<file path="src/rtl/cmplx_res_accum.sv">
// rtl/cmplx_res_accum.sv - accumulates ACC_LEN complex products into one complex sum
module cmplx_res_accum #(
    parameter  int DWIDTH  = 8,
    parameter  int ACC_LEN = 4,
    localparam int RW      = 2 * (DWIDTH + 1),
    localparam int AW      = RW + $clog2(ACC_LEN),
    localparam int CW      = $clog2(ACC_LEN + 1)
) (
    input  logic          clk,
    input  logic          sw_rst,
    input  logic          res_val,
    output logic          res_rdy,
    input  logic [2*RW-1:0] res_data,
    input  logic          acc_flush,
    output logic          acc_val,
    input  logic          acc_rdy,
    output logic [2*AW-1:0] acc_data,
    output logic [CW-1:0] acc_cnt
);

    typedef enum logic {ACCUM, HOLD} state_t;

    state_t          state_q, state_d;
    logic [AW-1:0]   acc_re_q, acc_re_d;
    logic [AW-1:0]   acc_im_q, acc_im_d;
    logic [CW-1:0]   cnt_q, cnt_d;
    logic [2*AW-1:0] acc_data_q, acc_data_d;
    logic [CW-1:0]   acc_cnt_q, acc_cnt_d;
    logic            acc_val_q, acc_val_d;
    logic            res_rdy_q, res_rdy_d;

    logic            res_xfer;
    logic            out_xfer;
    logic [AW-1:0]   sample_re;
    logic [AW-1:0]   sample_im;
    logic [AW-1:0]   sum_re;
    logic [AW-1:0]   sum_im;
    logic [CW-1:0]   cnt_inc;

    assign res_xfer  = res_val & res_rdy_q;
    assign out_xfer  = acc_val_q & acc_rdy;
    assign sample_re = {{(AW-RW){res_data[RW-1]}}, res_data[RW-1:0]};
    assign sample_im = {{(AW-RW){res_data[2*RW-1]}}, res_data[2*RW-1:RW]};
    assign sum_re    = acc_re_q + sample_re;
    assign sum_im    = acc_im_q + sample_im;
    assign cnt_inc   = cnt_q + CW'(1);

    always_comb begin
        state_d    = state_q;
        acc_re_d   = acc_re_q;
        acc_im_d   = acc_im_q;
        cnt_d      = cnt_q;
        acc_data_d = acc_data_q;
        acc_cnt_d  = acc_cnt_q;
        acc_val_d  = acc_val_q;
        res_rdy_d  = res_rdy_q;
        case (state_q)
            ACCUM: begin
                res_rdy_d = 1'b1;
                if (res_xfer) begin
                    if (cnt_inc == CW'(ACC_LEN) || acc_flush) begin
                        acc_data_d = {sum_im, sum_re};
                        acc_cnt_d  = cnt_inc;
                        acc_re_d   = '0;
                        acc_im_d   = '0;
                        cnt_d      = '0;
                        acc_val_d  = 1'b1;
                        res_rdy_d  = 1'b0;
                        state_d    = HOLD;
                    end else begin
                        acc_re_d = sum_re;
                        acc_im_d = sum_im;
                        cnt_d    = cnt_inc;
                    end
                end else if (acc_flush && cnt_q != '0) begin
                    // Flush without a new sample emits the partial sum as-is
                    acc_data_d = {acc_im_q, acc_re_q};
                    acc_cnt_d  = cnt_q;
                    acc_re_d   = '0;
                    acc_im_d   = '0;
                    cnt_d      = '0;
                    acc_val_d  = 1'b1;
                    res_rdy_d  = 1'b0;
                    state_d    = HOLD;
                end
            end
            HOLD: begin
                if (out_xfer) begin
                    acc_val_d = 1'b0;
                    res_rdy_d = 1'b1;
                    state_d   = ACCUM;
                end
            end
            default: state_d = ACCUM;
        endcase
    end

    always_ff @(posedge clk) begin
        if (sw_rst) begin
            state_q    <= ACCUM;
            acc_re_q   <= '0;
            acc_im_q   <= '0;
            cnt_q      <= '0;
            acc_data_q <= '0;
            acc_cnt_q  <= '0;
            acc_val_q  <= 1'b0;
            res_rdy_q  <= 1'b0;
        end else begin
            state_q    <= state_d;
            acc_re_q   <= acc_re_d;
            acc_im_q   <= acc_im_d;
            cnt_q      <= cnt_d;
            acc_data_q <= acc_data_d;
            acc_cnt_q  <= acc_cnt_d;
            acc_val_q  <= acc_val_d;
            res_rdy_q  <= res_rdy_d;
        end
    end

    assign res_rdy  = res_rdy_q;
    assign acc_val  = acc_val_q;
    assign acc_data = acc_data_q;
    assign acc_cnt  = acc_cnt_q;

endmodule
</file>
<file path="config.mk">
export PLATFORM = sky130hd
export DESIGN_NAME = cmplx_res_accum
export DESIGN_NICKNAME = d
export VERILOG_FILES = /design/src/rtl/cmplx_res_accum.sv
export SDC_FILE = /design/constraint.sdc
export NUM_CORES = 1
export LEC_CHECK = 0
export CAP_MARGIN = 20
export CORE_MARGIN = 2
export CORE_UTILIZATION = 40
export DETAILED_ROUTE_END_ITERATION = 10
export SLEW_MARGIN = 20
export SYNTH_ARGS = -nofsm -noshare
export SYNTH_HDL_FRONTEND = slang
export SYNTH_SLANG_ARGS = --single-unit
export TNS_END_PERCENT = 100
</file>
<file path="constraint.sdc">
create_clock -name clk -period 3.4 [get_ports clk]
set_input_delay 1.02 -clock clk [delete_from_list [all_inputs] [get_ports clk]]
set_output_delay 1.02 -clock clk [all_outputs]
set_load 0.1 [all_outputs]
</file>
==> flow_results.xml, run 1 <==
<?xml version="1.0" encoding="UTF-8"?>
<metrics>
  <group name="run_status">
    <metric name="run_status" unit="">completed</metric>
  </group>
  <group name="yosys">
    <metric name="ys_ff_latch" unit="">89</metric>
    <metric name="ys_seq_area_share" unit="%">32.8</metric>
    <metric name="asyncSetResetFlopFracSynth" unit="%">0</metric>
    <metric name="synth_flop_cell" unit="">sky130_fd_sc_hd__dfxtp_1</metric>
    <metric name="avgSynthCellArea" unit="µm²">8.09</metric>
    <metric name="netlist-cell-type-count" unit="">61</metric>
    <metric name="synth.yosys.warnings" unit="">0</metric>
    <metric name="post_synth_inst_count" unit="">671</metric>
    <metric name="postSynthNetCount" unit="">755</metric>
    <metric name="synthesis.area" unit="µm²">5430</metric>
    <metric name="synth_edf_count" unit="">0</metric>
  </group>
  <group name="flow_run">
    <metric name="maximum_capacitance_violations" unit="">0</metric>
  </group>
  <group name="final_layout">
    <metric name="fillCellCount" unit="">1314</metric>
    <metric name="antenna-diode-count" unit="">0</metric>
    <metric name="drive_above_1_share" unit="%">16.6</metric>
    <metric name="layout.nets" unit="">867</metric>
    <metric name="layout-area-overhead-vs-synth" unit="%">27.9</metric>
  </group>
  <group name="clock_network">
    <metric name="cts_max_path_buffers" unit="">2</metric>
    <metric name="htree_num_levels" unit="">3</metric>
    <metric name="cts_sinks" unit="">89</metric>
    <metric name="clk_latency" unit="ns">0.35</metric>
    <metric name="post_cts_buffers" unit="">0</metric>
    <metric name="clk_pin_slew_worst_paths" unit="ns">0.06</metric>
    <metric name="cts_inserted_buffers" unit="">9</metric>
    <metric name="cts_tree" unit="">yes</metric>
    <metric name="clock_tree.root_cell" unit="">sky130_fd_sc_hd__clkbuf_16</metric>
  </group>
  <group name="floorplan">
    <metric name="floorplan.die.height" unit="µm">120</metric>
    <metric name="chipWidth" unit="µm">120</metric>
    <metric name="die-area" unit="µm²">14500</metric>
    <metric name="initial_core_utilization" unit="%">41.0</metric>
    <metric name="coreArea" unit="µm²">13200</metric>
    <metric name="ioPinCount" unit="">86</metric>
    <metric name="floorplan.rows" unit="">42</metric>
  </group>
  <group name="sta">
    <metric name="max_slew.worst_pin.slew" unit="ns">0.667</metric>
    <metric name="worst_slew_margin_rel" unit="%">55.5</metric>
    <metric name="final.period_utilization" unit="%">95.8</metric>
    <metric name="final-setup-viol-count" unit="">0</metric>
    <metric name="clock_skews" unit="ns">0.00729</metric>
    <metric name="grt_setup_unrepaired" unit="">no</metric>
    <metric name="final-max-slew-violation-count" unit="">0</metric>
    <metric name="achievable-frequency" unit="GHz">0.307</metric>
    <metric name="post-route-worst-setup-slack" unit="ns">0.144</metric>
    <metric name="timing.setup.tns" unit="ns">0</metric>
    <metric name="timing_hold_violations_final" unit="">0</metric>
    <metric name="shortest_clock_period_the_worst_path_allows_after_layout" unit="ns">3.26</metric>
  </group>
  <group name="power">
    <metric name="power.leakage" unit="nW">2.98</metric>
    <metric name="pwr_density_cell" unit="nW/µm²">451</metric>
    <metric name="finalPower" unit="mW">3.13</metric>
    <metric name="peakVddDrop" unit="V">0.000274</metric>
  </group>
  <group name="route">
    <metric name="drt_iter0_markers" unit="">327</metric>
    <metric name="route.vias.total" unit="">5401</metric>
    <metric name="dr.pass1.iters" unit="">5</metric>
    <metric name="routed_wirelength" unit="mm">16.1</metric>
    <metric name="wire_per_inst" unit="µm">16.7</metric>
    <metric name="route.detailed.vias_per_inst" unit="">5.62</metric>
    <metric name="ant_nets" unit="">0</metric>
    <metric name="remaining_drc_errors" unit="">0</metric>
  </group>
  <group name="setup_path">
    <metric name="rrSetupSlack" unit="ns">0.92</metric>
    <metric name="crit_path_start_kind" unit="">input pin</metric>
    <metric name="max_stage_delay" unit="ns">0.41</metric>
    <metric name="critical_path_fanout_max" unit="">4</metric>
    <metric name="reg2regPathDepth" unit="">9</metric>
    <metric name="worstSetupEndpointType" unit="">flip-flop</metric>
    <metric name="critical_path.reg2reg.startpoint" unit="">acc_re_q[0]</metric>
    <metric name="path_class" unit="">input pin to flip-flop</metric>
    <metric name="worst-endpoint-arrival" unit="ns">3.50</metric>
    <metric name="timing.critical_path.slowest_stage_cell" unit="">sky130_fd_sc_hd__clkdlybuf4s50_1</metric>
    <metric name="crit_chain" unit="">clkdlybuf4s50_1, ha_1, fa_1, a211oi_1, o21bai_2, o211ai_1, a21oi_1, o21ai_0, xor2_1, o41ai_1</metric>
    <metric name="cp.buffers_inverters" unit="">1</metric>
    <metric name="critical_path.reg2reg.endpoint" unit="">acc_data[16]</metric>
    <metric name="path_delay_family" unit="">compound AO/OA/AOI/OAI gates</metric>
    <metric name="crit_required" unit="ns">3.64</metric>
    <metric name="critical_path_cell_count" unit="">10</metric>
  </group>
  <group name="hold_path">
    <metric name="timing.hold.worst_endpoint" unit="">acc_data[8]</metric>
    <metric name="timing.hold.worst.start" unit="">acc_data[8]</metric>
    <metric name="worst_hold_path.num_cells" unit="">2</metric>
    <metric name="hp-class" unit="">flip-flop to flip-flop</metric>
  </group>
  <group name="place">
    <metric name="dp_hpwl" unit="mm">11.5</metric>
    <metric name="preCtsSetupSlack" unit="ns">-0.168</metric>
    <metric name="io_buffers" unit="">85</metric>
    <metric name="routabilityCongestion" unit="">0.951</metric>
  </group>
  <group name="global_route">
    <metric name="grt_max_degree" unit="">50</metric>
    <metric name="via_count_of_the_first_global_routing_pass" unit="">5268</metric>
    <metric name="grt_use_total" unit="%">22.5</metric>
    <metric name="grt_pass1_wl" unit="mm">26.0</metric>
    <metric name="grt_overflow" unit="">0</metric>
    <metric name="antenna_found_initial" unit="">0</metric>
  </group>
</metrics>
-- metal layers --
metal	track usage [%]	vias up	routed length, µm
met5	0	-	0
met4	9.52	0	371
met3	3.11	24	660
li1	-	2690	-
met1	30.0	2544	7730
met2	36.3	143	7300
-- how the worst max path moves through the flow --
stage | endpoint | start
floorplan | acc_im_q[17] | res_data[22]
global placement | acc_data[18] | res_data[0]
detailed placement | acc_data[18] | res_data[0]
CTS | acc_data[18] | res_data[0]
global route | acc_re_q[16] | res_data[0]
finish | acc_data[16] | res_data[0]
-- through the flow --
step / instance area, µm² / util (%) / hold slack (ns) / instances
6_report: 6940 / 52.4 / 0.457 / 961
5_1_grt: 6940 / 52.4 / 0.502 / 961
4_1_cts: 6930 / 52.3 / 0.462 / 961
3_5_place_dp: 6680 / 50.4 / 0.452 / 948
3_3_place_gp: 6680 / 50.4 / 0.444 / 948
2_1_floorplan: 5430 / - / 0.440 / 671
-- cell families after synthesis --
group	count (synthesis)	synth area share [%]
buffers and inverters	49	3.43
muxes	5	0.922
and+or+nand+nor	204	16.5
AOI/OAI and AO/OA	247	30.6
xor gates and xnor gates	34	5.49
adders and majority gates	43	10.2
DFF	89	32.8
-- state kept, by name (all words and copies together) (netlist names) --
signal	count
acc_data	40
res_rdy	1
cnt_q	3
acc_im_q	20
state_q	1
acc_re_q	20
acc_val	1
acc_cnt	3
-- cells in the mapped netlist (4+ instances only) --
| cell type | n | area (µm²) |
|---|---|---|
| sky130_fd_sc_hd__and2_1 | 7 | 43.8 |
| sky130_fd_sc_hd__xnor2_1 | 21 | 184 |
| sky130_fd_sc_hd__xor2_1 | 13 | 114 |
| sky130_fd_sc_hd__ha_1 | 41 | 513 |
| sky130_fd_sc_hd__o21a_1 | 4 | 30.0 |
| sky130_fd_sc_hd__buf_1 | 4 | 15.0 |
| sky130_fd_sc_hd__o21bai_1 | 4 | 30.0 |
| sky130_fd_sc_hd__a32oi_1 | 5 | 43.8 |
| sky130_fd_sc_hd__o211ai_1 | 6 | 45.0 |
| sky130_fd_sc_hd__a31oi_1 | 7 | 43.8 |
| sky130_fd_sc_hd__a311oi_1 | 11 | 96.3 |
| sky130_fd_sc_hd__nor2_1 | 66 | 248 |
| sky130_fd_sc_hd__clkbuf_1 | 34 | 128 |
| sky130_fd_sc_hd__a211oi_1 | 8 | 60.1 |
| sky130_fd_sc_hd__nand2_1 | 80 | 300 |
| sky130_fd_sc_hd__nor4_1 | 4 | 25.0 |
| sky130_fd_sc_hd__dfxtp_1 | 89 | 1780 |
| sky130_fd_sc_hd__a22oi_1 | 13 | 97.6 |
| sky130_fd_sc_hd__o21ai_0 | 47 | 235 |
| sky130_fd_sc_hd__mux2i_1 | 5 | 50.1 |
| sky130_fd_sc_hd__and3_1 | 4 | 25.0 |
| sky130_fd_sc_hd__or3_1 | 5 | 31.3 |
| sky130_fd_sc_hd__a21o_1 | 21 | 158 |
| sky130_fd_sc_hd__nand3_1 | 10 | 50.1 |
| sky130_fd_sc_hd__nor3_1 | 12 | 60.1 |
| sky130_fd_sc_hd__a22o_1 | 14 | 123 |
| sky130_fd_sc_hd__a21oi_1 | 73 | 365 |
| sky130_fd_sc_hd__inv_1 | 9 | 33.8 |
-- cells in the final DEF (no fill, tap or decap), drive strengths merged, types with 5 or more instances in the layout --
cell | synthesis | final
or3 | 5 | 5
a32oi | 5 | 5
o211ai | 7 | 7
a21oi | 74 | 74
dfxtp | 89 | 89
nand3 | 10 | 10
ha | 41 | 41
a211oi | 9 | 9
buf | 6 | 102
and2 | 7 | 7
o31ai | 5 | 5
a311oi | 11 | 11
clkbuf | 34 | 12
a22o | 14 | 14
nor3 | 12 | 12
a21o | 21 | 21
nand2 | 81 | 81
mux2i | 5 | 5
inv | 9 | 9
o21ai | 47 | 47
nor2 | 66 | 66
clkdlybuf4s50 | 0 | 39
xor2 | 13 | 13
a22oi | 13 | 13
a31oi | 7 | 7
xnor2 | 21 | 21
-- cell type report --
type	count	area (µm²)	area share (%)
inverter	9	33.8	0.487
tap	176	220	3.17
clock inverter	1	5.00	0.0721
sequential	89	1780	25.7
clock buffer	12	246	3.55
timing repair buffer	141	1170	16.8
multi-input combinational	533	3490	50.2
-- where the power goes --
part	switching [mW]	internal, mW	total (mW)
Clock	0.405	0.503	0.907
Sequential	0.0473	1.11	1.16
Combinational	0.739	0.324	1.06
Total	1.19	1.94	3.13
-- worst reg2reg max path, cell delays in order (launching register included) --
cell,delay [ns]
sky130_fd_sc_hd__dfxtp_1,0.33
sky130_fd_sc_hd__ha_1,0.23
sky130_fd_sc_hd__fa_1,0.40
sky130_fd_sc_hd__a211oi_1,0.28
sky130_fd_sc_hd__o21bai_2,0.15
sky130_fd_sc_hd__o211ai_1,0.26
sky130_fd_sc_hd__a21oi_1,0.12
sky130_fd_sc_hd__o21ai_0,0.24
sky130_fd_sc_hd__xor2_1,0.12
sky130_fd_sc_hd__o41ai_1,0.26
-- what timing repair did --
item | in CTS | in global routing
endpoints found under the hold margin | 0 | 0
hold buffers | 0 | 0
setup endpoints to repair | 0 | 3
gates resized for setup | 0 | 2
Note: power is estimated with default switching activity, not from simulation.
==> run 2: changes to the inputs <==
- CORE_MARGIN: 2 -> not set
- CORE_UTILIZATION: 40 -> 55
- PLACE_DENSITY: not set -> 0.82
- clock period: 3.4 -> 3.94 ns (I/O delays scaled with it)
==> flow_results.xml, run 2 (synthesis gave the netlist of run 1 again) <==
<?xml version="1.0" encoding="UTF-8"?>
<metrics>
  <group name="final_layout">
    <metric name="drive_above_1_share" unit="%">7.63</metric>
    <metric name="mostFrequentLayoutCells" unit="">sky130_fd_sc_hd__dfxtp_1 (89), sky130_fd_sc_hd__nand2_1 (80), sky130_fd_sc_hd__clkdlybuf4s50_1 (74)</metric>
    <metric name="antenna-diode-count" unit="">0</metric>
    <metric name="final_common_cell" unit="">sky130_fd_sc_hd__dfxtp_1</metric>
    <metric name="largest_reg_flops" unit="">40</metric>
    <metric name="layout-area-overhead-vs-synth" unit="%">22.0</metric>
    <metric name="layout.nets" unit="">826</metric>
    <metric name="final_std_cells_w_o_fill" unit="">876</metric>
    <metric name="finalCoreUtilization" unit="%">70.4</metric>
  </group>
  <group name="global_route">
    <metric name="via_count_of_the_first_global_routing_pass" unit="">5359</metric>
    <metric name="grt_pass1_wl" unit="mm">25.3</metric>
    <metric name="grt_use_total" unit="%">31.2</metric>
    <metric name="grt_max_degree" unit="">50</metric>
    <metric name="antenna_found_initial" unit="">0</metric>
    <metric name="grt_overflow" unit="">0</metric>
  </group>
  <group name="setup_path">
    <metric name="crit_required" unit="ns">4.21</metric>
    <metric name="max_stage_delay" unit="ns">0.49</metric>
    <metric name="crit_chain" unit="">clkdlybuf4s50_1, ha_1, a211oi_1, o21ai_0, a31oi_1, nor3_1, nor2_1, xor2_1, a2111oi_2</metric>
    <metric name="worst-endpoint-arrival" unit="ns">3.84</metric>
    <metric name="worstSetupEndpointType" unit="">flip-flop</metric>
    <metric name="path_class" unit="">input pin to flip-flop</metric>
    <metric name="timing.critical_path.slowest_stage_cell" unit="">sky130_fd_sc_hd__a31oi_1</metric>
    <metric name="crit_path_start_kind" unit="">input pin</metric>
    <metric name="critical_path_fanout_max" unit="">4</metric>
  </group>
  <group name="power">
    <metric name="peakVddDrop" unit="V">0.000242</metric>
    <metric name="finalPower" unit="mW">2.64</metric>
    <metric name="power.leakage" unit="nW">2.70</metric>
    <metric name="pwr_density_cell" unit="nW/µm²">399</metric>
  </group>
  <group name="clock_network">
    <metric name="cts_tree" unit="">yes</metric>
    <metric name="cts_inserted_buffers" unit="">9</metric>
    <metric name="cts_sinks" unit="">89</metric>
    <metric name="cts_max_path_buffers" unit="">2</metric>
    <metric name="clk_pin_slew_worst_paths" unit="ns">0.10</metric>
    <metric name="post_cts_buffers" unit="">0</metric>
    <metric name="cts_resized" unit="">0</metric>
    <metric name="htree_num_levels" unit="">3</metric>
    <metric name="clock_tree.root_cell" unit="">sky130_fd_sc_hd__clkbuf_8</metric>
    <metric name="post_cts_hold_buffer_count" unit="">0</metric>
    <metric name="clk_latency" unit="ns">0.36</metric>
  </group>
  <group name="route">
    <metric name="drt_iter0_markers" unit="">359</metric>
    <metric name="wire_per_inst" unit="µm">17.6</metric>
    <metric name="remaining_drc_errors" unit="">0</metric>
    <metric name="route.detailed.vias_per_inst" unit="">6.26</metric>
    <metric name="routed_wirelength" unit="mm">15.4</metric>
    <metric name="ant_nets" unit="">0</metric>
    <metric name="dr.pass1.iters" unit="">5</metric>
    <metric name="route.vias.total" unit="">5485</metric>
  </group>
  <group name="sta">
    <metric name="timing.setup.tns" unit="ns">0</metric>
    <metric name="max_slew.worst_pin.slew" unit="ns">1.05</metric>
    <metric name="timing_hold_violations_final" unit="">0</metric>
    <metric name="grt_setup_unrepaired" unit="">no</metric>
    <metric name="worst_slew_margin_rel" unit="%">30.3</metric>
    <metric name="final-max-slew-violation-count" unit="">0</metric>
    <metric name="shortest_clock_period_the_worst_path_allows_after_layout" unit="ns">3.57</metric>
    <metric name="final.period_utilization" unit="%">90.6</metric>
    <metric name="clock_skews" unit="ns">0.00926</metric>
    <metric name="achievable-frequency" unit="GHz">0.280</metric>
    <metric name="final-setup-viol-count" unit="">0</metric>
  </group>
  <group name="floorplan">
    <metric name="floorplan.rows" unit="">35</metric>
    <metric name="ioPinCount" unit="">86</metric>
    <metric name="floorplan.die.height" unit="µm">101</metric>
    <metric name="coreArea" unit="µm²">9420</metric>
    <metric name="die-area" unit="µm²">10300</metric>
    <metric name="initial_core_utilization" unit="%">57.6</metric>
    <metric name="chipWidth" unit="µm">101</metric>
  </group>
  <group name="flow_run">
    <metric name="maximum_capacitance_violations" unit="">0</metric>
  </group>
  <group name="run_status">
    <metric name="run_status" unit="">completed</metric>
  </group>
  <group name="place">
    <metric name="io_buffers" unit="">85</metric>
    <metric name="dp_hpwl" unit="mm">10.8</metric>
    <metric name="placed_cells" unit="">860</metric>
    <metric name="routabilityCongestion" unit="">0.977</metric>
  </group>
  <group name="hold_path">
    <metric name="hp-class" unit="">flip-flop to flip-flop</metric>
  </group>
</metrics>
-- run 2: power breakdown --
part	switching, mW	total [mW]	internal (mW)
clock	0.355	0.752	0.397
combinational	0.630	0.890	0.260
sequential	0.0417	1.00	0.960
total	1.03	2.64	1.62
-- run 2: metal layers --
metal  vias to the layer above  track usage [%]  wire, µm
met5                         -                0         0
met4                         0             12.4       392
met3                        39             4.83      1140
met2                       257             52.9      7220
met1                      2580             39.8      6700
li1                       2609                -         -
-- run 2: path summary, 6_finish.rpt --
check               startpoint           end  slack, ns  cells past startpoint
hold / removal    acc_data[22]  acc_data[22]       0.47                      2
hold reg to reg   acc_data[22]  acc_data[22]       0.47                      2
setup reg to reg   acc_re_q[1]  acc_data[15]       1.29                      8
setup / recovery   res_data[1]  acc_data[15]       0.37                      9
-- run 2: critical path: cells and delay by family --
family	cells	cell delay, ns
AO/OA/AOI/OAI	4	1.48
AND/OR/NAND/NOR	2	0.28
adder cells (fa/ha/maj)	1	0.33
XOR/XNOR	1	0.10
buffers and inverters	1	0.46
-- run 2: metrics by stage --
step	setup WS (ns)	hold slack [ns]	cell area, µm²
CTS	0.477	0.477	6620
detailed placement	0.107	0.464	6390
global placement	0.209	0.445	6390
finish	0.372	0.472	6620
floorplan	0.831	0.440	5430
global route	0.199	0.499	6620
-- run 2: cell type report --
type	instances	area, µm²
Multi-Input combinational cell	533	3480
Clock buffer	11	151
Sequential cell	89	1780
Timing Repair Buffer	100	933
Fill cell	778	2790
Inverter	9	33.8
Clock inverter	5	85.1
Tap cell	129	161
==> run 3: changes to the inputs <==
- clock period: 3.94 -> 3.5 ns (I/O delays scaled with it)
==> flow_results.xml, run 3 (synthesis gave the netlist of run 1 again) <==
<?xml version="1.0" encoding="UTF-8"?>
<metrics>
  <group name="setup_path">
    <metric name="cp.buffers_inverters" unit="">1</metric>
    <metric name="crit_required" unit="ns">3.73</metric>
    <metric name="timing.critical_path.slowest_stage_cell" unit="">sky130_fd_sc_hd__clkdlybuf4s50_1</metric>
    <metric name="worst-endpoint-arrival" unit="ns">3.54</metric>
    <metric name="crit_path_start_kind" unit="">input pin</metric>
    <metric name="max_stage_delay" unit="ns">0.40</metric>
    <metric name="critical_path.reg2reg.endpoint" unit="">acc_re_q[18]</metric>
    <metric name="path_class" unit="">input pin to flip-flop</metric>
    <metric name="worstSetupEndpointType" unit="">flip-flop</metric>
    <metric name="rrSetupSlack" unit="ns">0.98</metric>
    <metric name="critical_path.reg2reg.startpoint" unit="">acc_re_q[0]</metric>
    <metric name="reg2regPathDepth" unit="">9</metric>
    <metric name="path_delay_family" unit="">compound AO/OA/AOI/OAI gates</metric>
    <metric name="crit_chain" unit="">clkdlybuf4s50_1, ha_1, fa_1, a211oi_1, o21bai_1, o211ai_1, nand2_1, a31oi_1, xnor2_1, a22o_1</metric>
    <metric name="critical_path_fanout_max" unit="">3</metric>
  </group>
  <group name="clock_network">
    <metric name="clock_tree.root_cell" unit="">sky130_fd_sc_hd__clkbuf_8</metric>
    <metric name="clk_pin_slew_worst_paths" unit="ns">0.08</metric>
    <metric name="cts_inserted_buffers" unit="">9</metric>
    <metric name="post_cts_hold_buffer_count" unit="">0</metric>
    <metric name="post_cts_buffers" unit="">0</metric>
    <metric name="clk_latency" unit="ns">0.35</metric>
    <metric name="cts_tree" unit="">yes</metric>
    <metric name="cts_max_path_buffers" unit="">2</metric>
    <metric name="cts_resized" unit="">0</metric>
    <metric name="htree_num_levels" unit="">3</metric>
    <metric name="cts_sinks" unit="">89</metric>
  </group>
  <group name="final_layout">
    <metric name="fillCellCount" unit="">743</metric>
    <metric name="mostFrequentLayoutCells" unit="">sky130_fd_sc_hd__dfxtp_1 (89), sky130_fd_sc_hd__nand2_1 (80), sky130_fd_sc_hd__buf_4 (77)</metric>
    <metric name="drive_above_1_share" unit="%">14.4</metric>
    <metric name="largest_reg_flops" unit="">40</metric>
    <metric name="final_common_cell" unit="">sky130_fd_sc_hd__dfxtp_1</metric>
    <metric name="layout-area-overhead-vs-synth" unit="%">23.2</metric>
    <metric name="layout.nets" unit="">845</metric>
    <metric name="antenna-diode-count" unit="">0</metric>
  </group>
  <group name="sta">
    <metric name="timing_hold_violations_final" unit="">0</metric>
    <metric name="final-setup-viol-count" unit="">0</metric>
    <metric name="fin_hold_ws" unit="ns">0.468</metric>
    <metric name="post-route-worst-setup-slack" unit="ns">0.189</metric>
    <metric name="grt_setup_unrepaired" unit="">no</metric>
    <metric name="final-max-slew-violation-count" unit="">0</metric>
    <metric name="final.period_utilization" unit="%">94.6</metric>
    <metric name="worst_slew_margin_rel" unit="%">29.3</metric>
    <metric name="shortest_clock_period_the_worst_path_allows_after_layout" unit="ns">3.31</metric>
    <metric name="clock_skews" unit="ns">0.0146</metric>
    <metric name="achievable-frequency" unit="GHz">0.302</metric>
    <metric name="max_slew.worst_pin.slew" unit="ns">1.06</metric>
  </group>
  <group name="global_route">
    <metric name="via_count_of_the_first_global_routing_pass" unit="">5196</metric>
    <metric name="antenna_found_initial" unit="">0</metric>
    <metric name="grt_max_degree" unit="">50</metric>
    <metric name="grt_use_total" unit="%">30.4</metric>
    <metric name="grt_pass1_wl" unit="mm">24.8</metric>
    <metric name="grt_overflow" unit="">0</metric>
  </group>
  <group name="hold_path">
    <metric name="timing.hold.worst.start" unit="">acc_data[35]</metric>
    <metric name="hp-class" unit="">flip-flop to flip-flop</metric>
    <metric name="worst_hold_path.num_cells" unit="">2</metric>
    <metric name="timing.hold.worst_endpoint" unit="">acc_data[35]</metric>
  </group>
  <group name="power">
    <metric name="internal_power" unit="mW">1.78</metric>
    <metric name="seq_power_share" unit="%">38.6</metric>
    <metric name="pwr_density_cell" unit="nW/µm²">437</metric>
    <metric name="switchingPower" unit="mW">1.14</metric>
    <metric name="power.share.clock" unit="%">26.8</metric>
    <metric name="netSwitchingFraction" unit="%">39.0</metric>
    <metric name="peakVddDrop" unit="V">0.000269</metric>
    <metric name="power_frac_comb" unit="%">34.5</metric>
    <metric name="power.leakage" unit="nW">2.85</metric>
    <metric name="finalPower" unit="mW">2.92</metric>
  </group>
  <group name="place">
    <metric name="io_buffers" unit="">85</metric>
    <metric name="preCtsSetupSlack" unit="ns">-0.118</metric>
    <metric name="dp_hpwl" unit="mm">10.7</metric>
    <metric name="routabilityCongestion" unit="">0.948</metric>
  </group>
  <group name="floorplan">
    <metric name="initial_core_utilization" unit="%">57.6</metric>
    <metric name="die-area" unit="µm²">10300</metric>
    <metric name="floorplan.die.height" unit="µm">101</metric>
    <metric name="coreArea" unit="µm²">9420</metric>
    <metric name="ioPinCount" unit="">86</metric>
    <metric name="floorplan.rows" unit="">35</metric>
    <metric name="chipWidth" unit="µm">101</metric>
  </group>
  <group name="route">
    <metric name="route.detailed.vias_per_inst" unit="">6.19</metric>
    <metric name="drt_iter0_markers" unit="">315</metric>
    <metric name="dr.pass1.iters" unit="">5</metric>
    <metric name="route.vias.total" unit="">5539</metric>
    <metric name="ant_nets" unit="">0</metric>
    <metric name="remaining_drc_errors" unit="">0</metric>
    <metric name="wire_per_inst" unit="µm">17.2</metric>
    <metric name="routed_wirelength" unit="mm">15.4</metric>
  </group>
  <group name="run_status">
    <metric name="run_status" unit="">completed</metric>
  </group>
  <group name="flow_run">
    <metric name="maximum_capacitance_violations" unit="">0</metric>
  </group>
</metrics>
## run 3: cell count changes in the layout (fill, tap and decap cells not counted), sizes merged
cell / delta
clkbuf: -1
clkdlybuf4s50: -35
buf: +54
inv: -1
clkinv: +2
## run 3: layout make-up
| cell class | instances | area [µm²] | area share, % |
|---|---|---|---|
| inverters | 9 | 33.8 | 0.505 |
| repair buffers | 119 | 1010 | 15.2 |
| multi-input cells | 533 | 3480 | 52.0 |
| flip-flops and latches | 89 | 1780 | 26.7 |
| clock buffers | 10 | 128 | 1.91 |
| clock inverters | 6 | 90.1 | 1.35 |
| well taps | 129 | 161 | 2.41 |
## run 3: per-layer routing
layer | vias up | wire, µm | GRT usage [%]
li1 | 2647 | - | -
met2 | 243 | 7270 | 51.3
met5 | - | 0 | 0
met4 | 0 | 301 | 11.0
met3 | 30 | 1050 | 3.59
met1 | 2619 | 6750 | 40.0
## run 3: worst max-delay path by stage
stage | start | end | depth (start not counted)
floorplan | res_data[22] | acc_im_q[17] | 8
CTS | res_data[0] | acc_data[16] | 10
global route | res_data[1] | acc_data[15] | 10
detailed placement | res_data[0] | acc_data[16] | 10
global placement | res_data[0] | acc_data[18] | 10
finish | res_data[0] | acc_re_q[18] | 10
## run 3: power by group through the flow
| stage | combinational (mW) | clock, mW | sequential (mW) |
|---|---|---|---|
| after floorplan | 0.382 | 0 | 1.49 |
| after global placement | 0.978 | 0 | 1.15 |
| after detailed placement | 0.998 | 0 | 1.15 |
| after CTS | 1.00 | 0.793 | 1.13 |
| after global routing | 1.07 | 0.838 | 1.14 |
| final | 1.01 | 0.783 | 1.13 |
## run 3: stage by stage
| stage | cells | util [%] | cell area [µm²] | setup TNS [ns] |
|---|---|---|---|---|
| floorplan | 671 | - | 5430 | 0 |
| global placement | 879 | 68.7 | 6470 | -0.0328 |
| detailed placement | 879 | 68.7 | 6470 | -0.539 |
| CTS | 895 | 71.0 | 6690 | 0 |
| global route | 895 | 71.0 | 6690 | 0 |
| finish | 895 | 71.0 | 6690 | 0 |
## run 3: worst register-to-register path, delay by kind of cell (launching register included)
family,cells,cell delay [ns]
XOR/XNOR,1,0.11
flip-flops,1,0.34
AND/OR/NAND/NOR,1,0.17
adder cells (fa/ha/maj),2,0.61
AO/OA/AOI/OAI,5,1.18
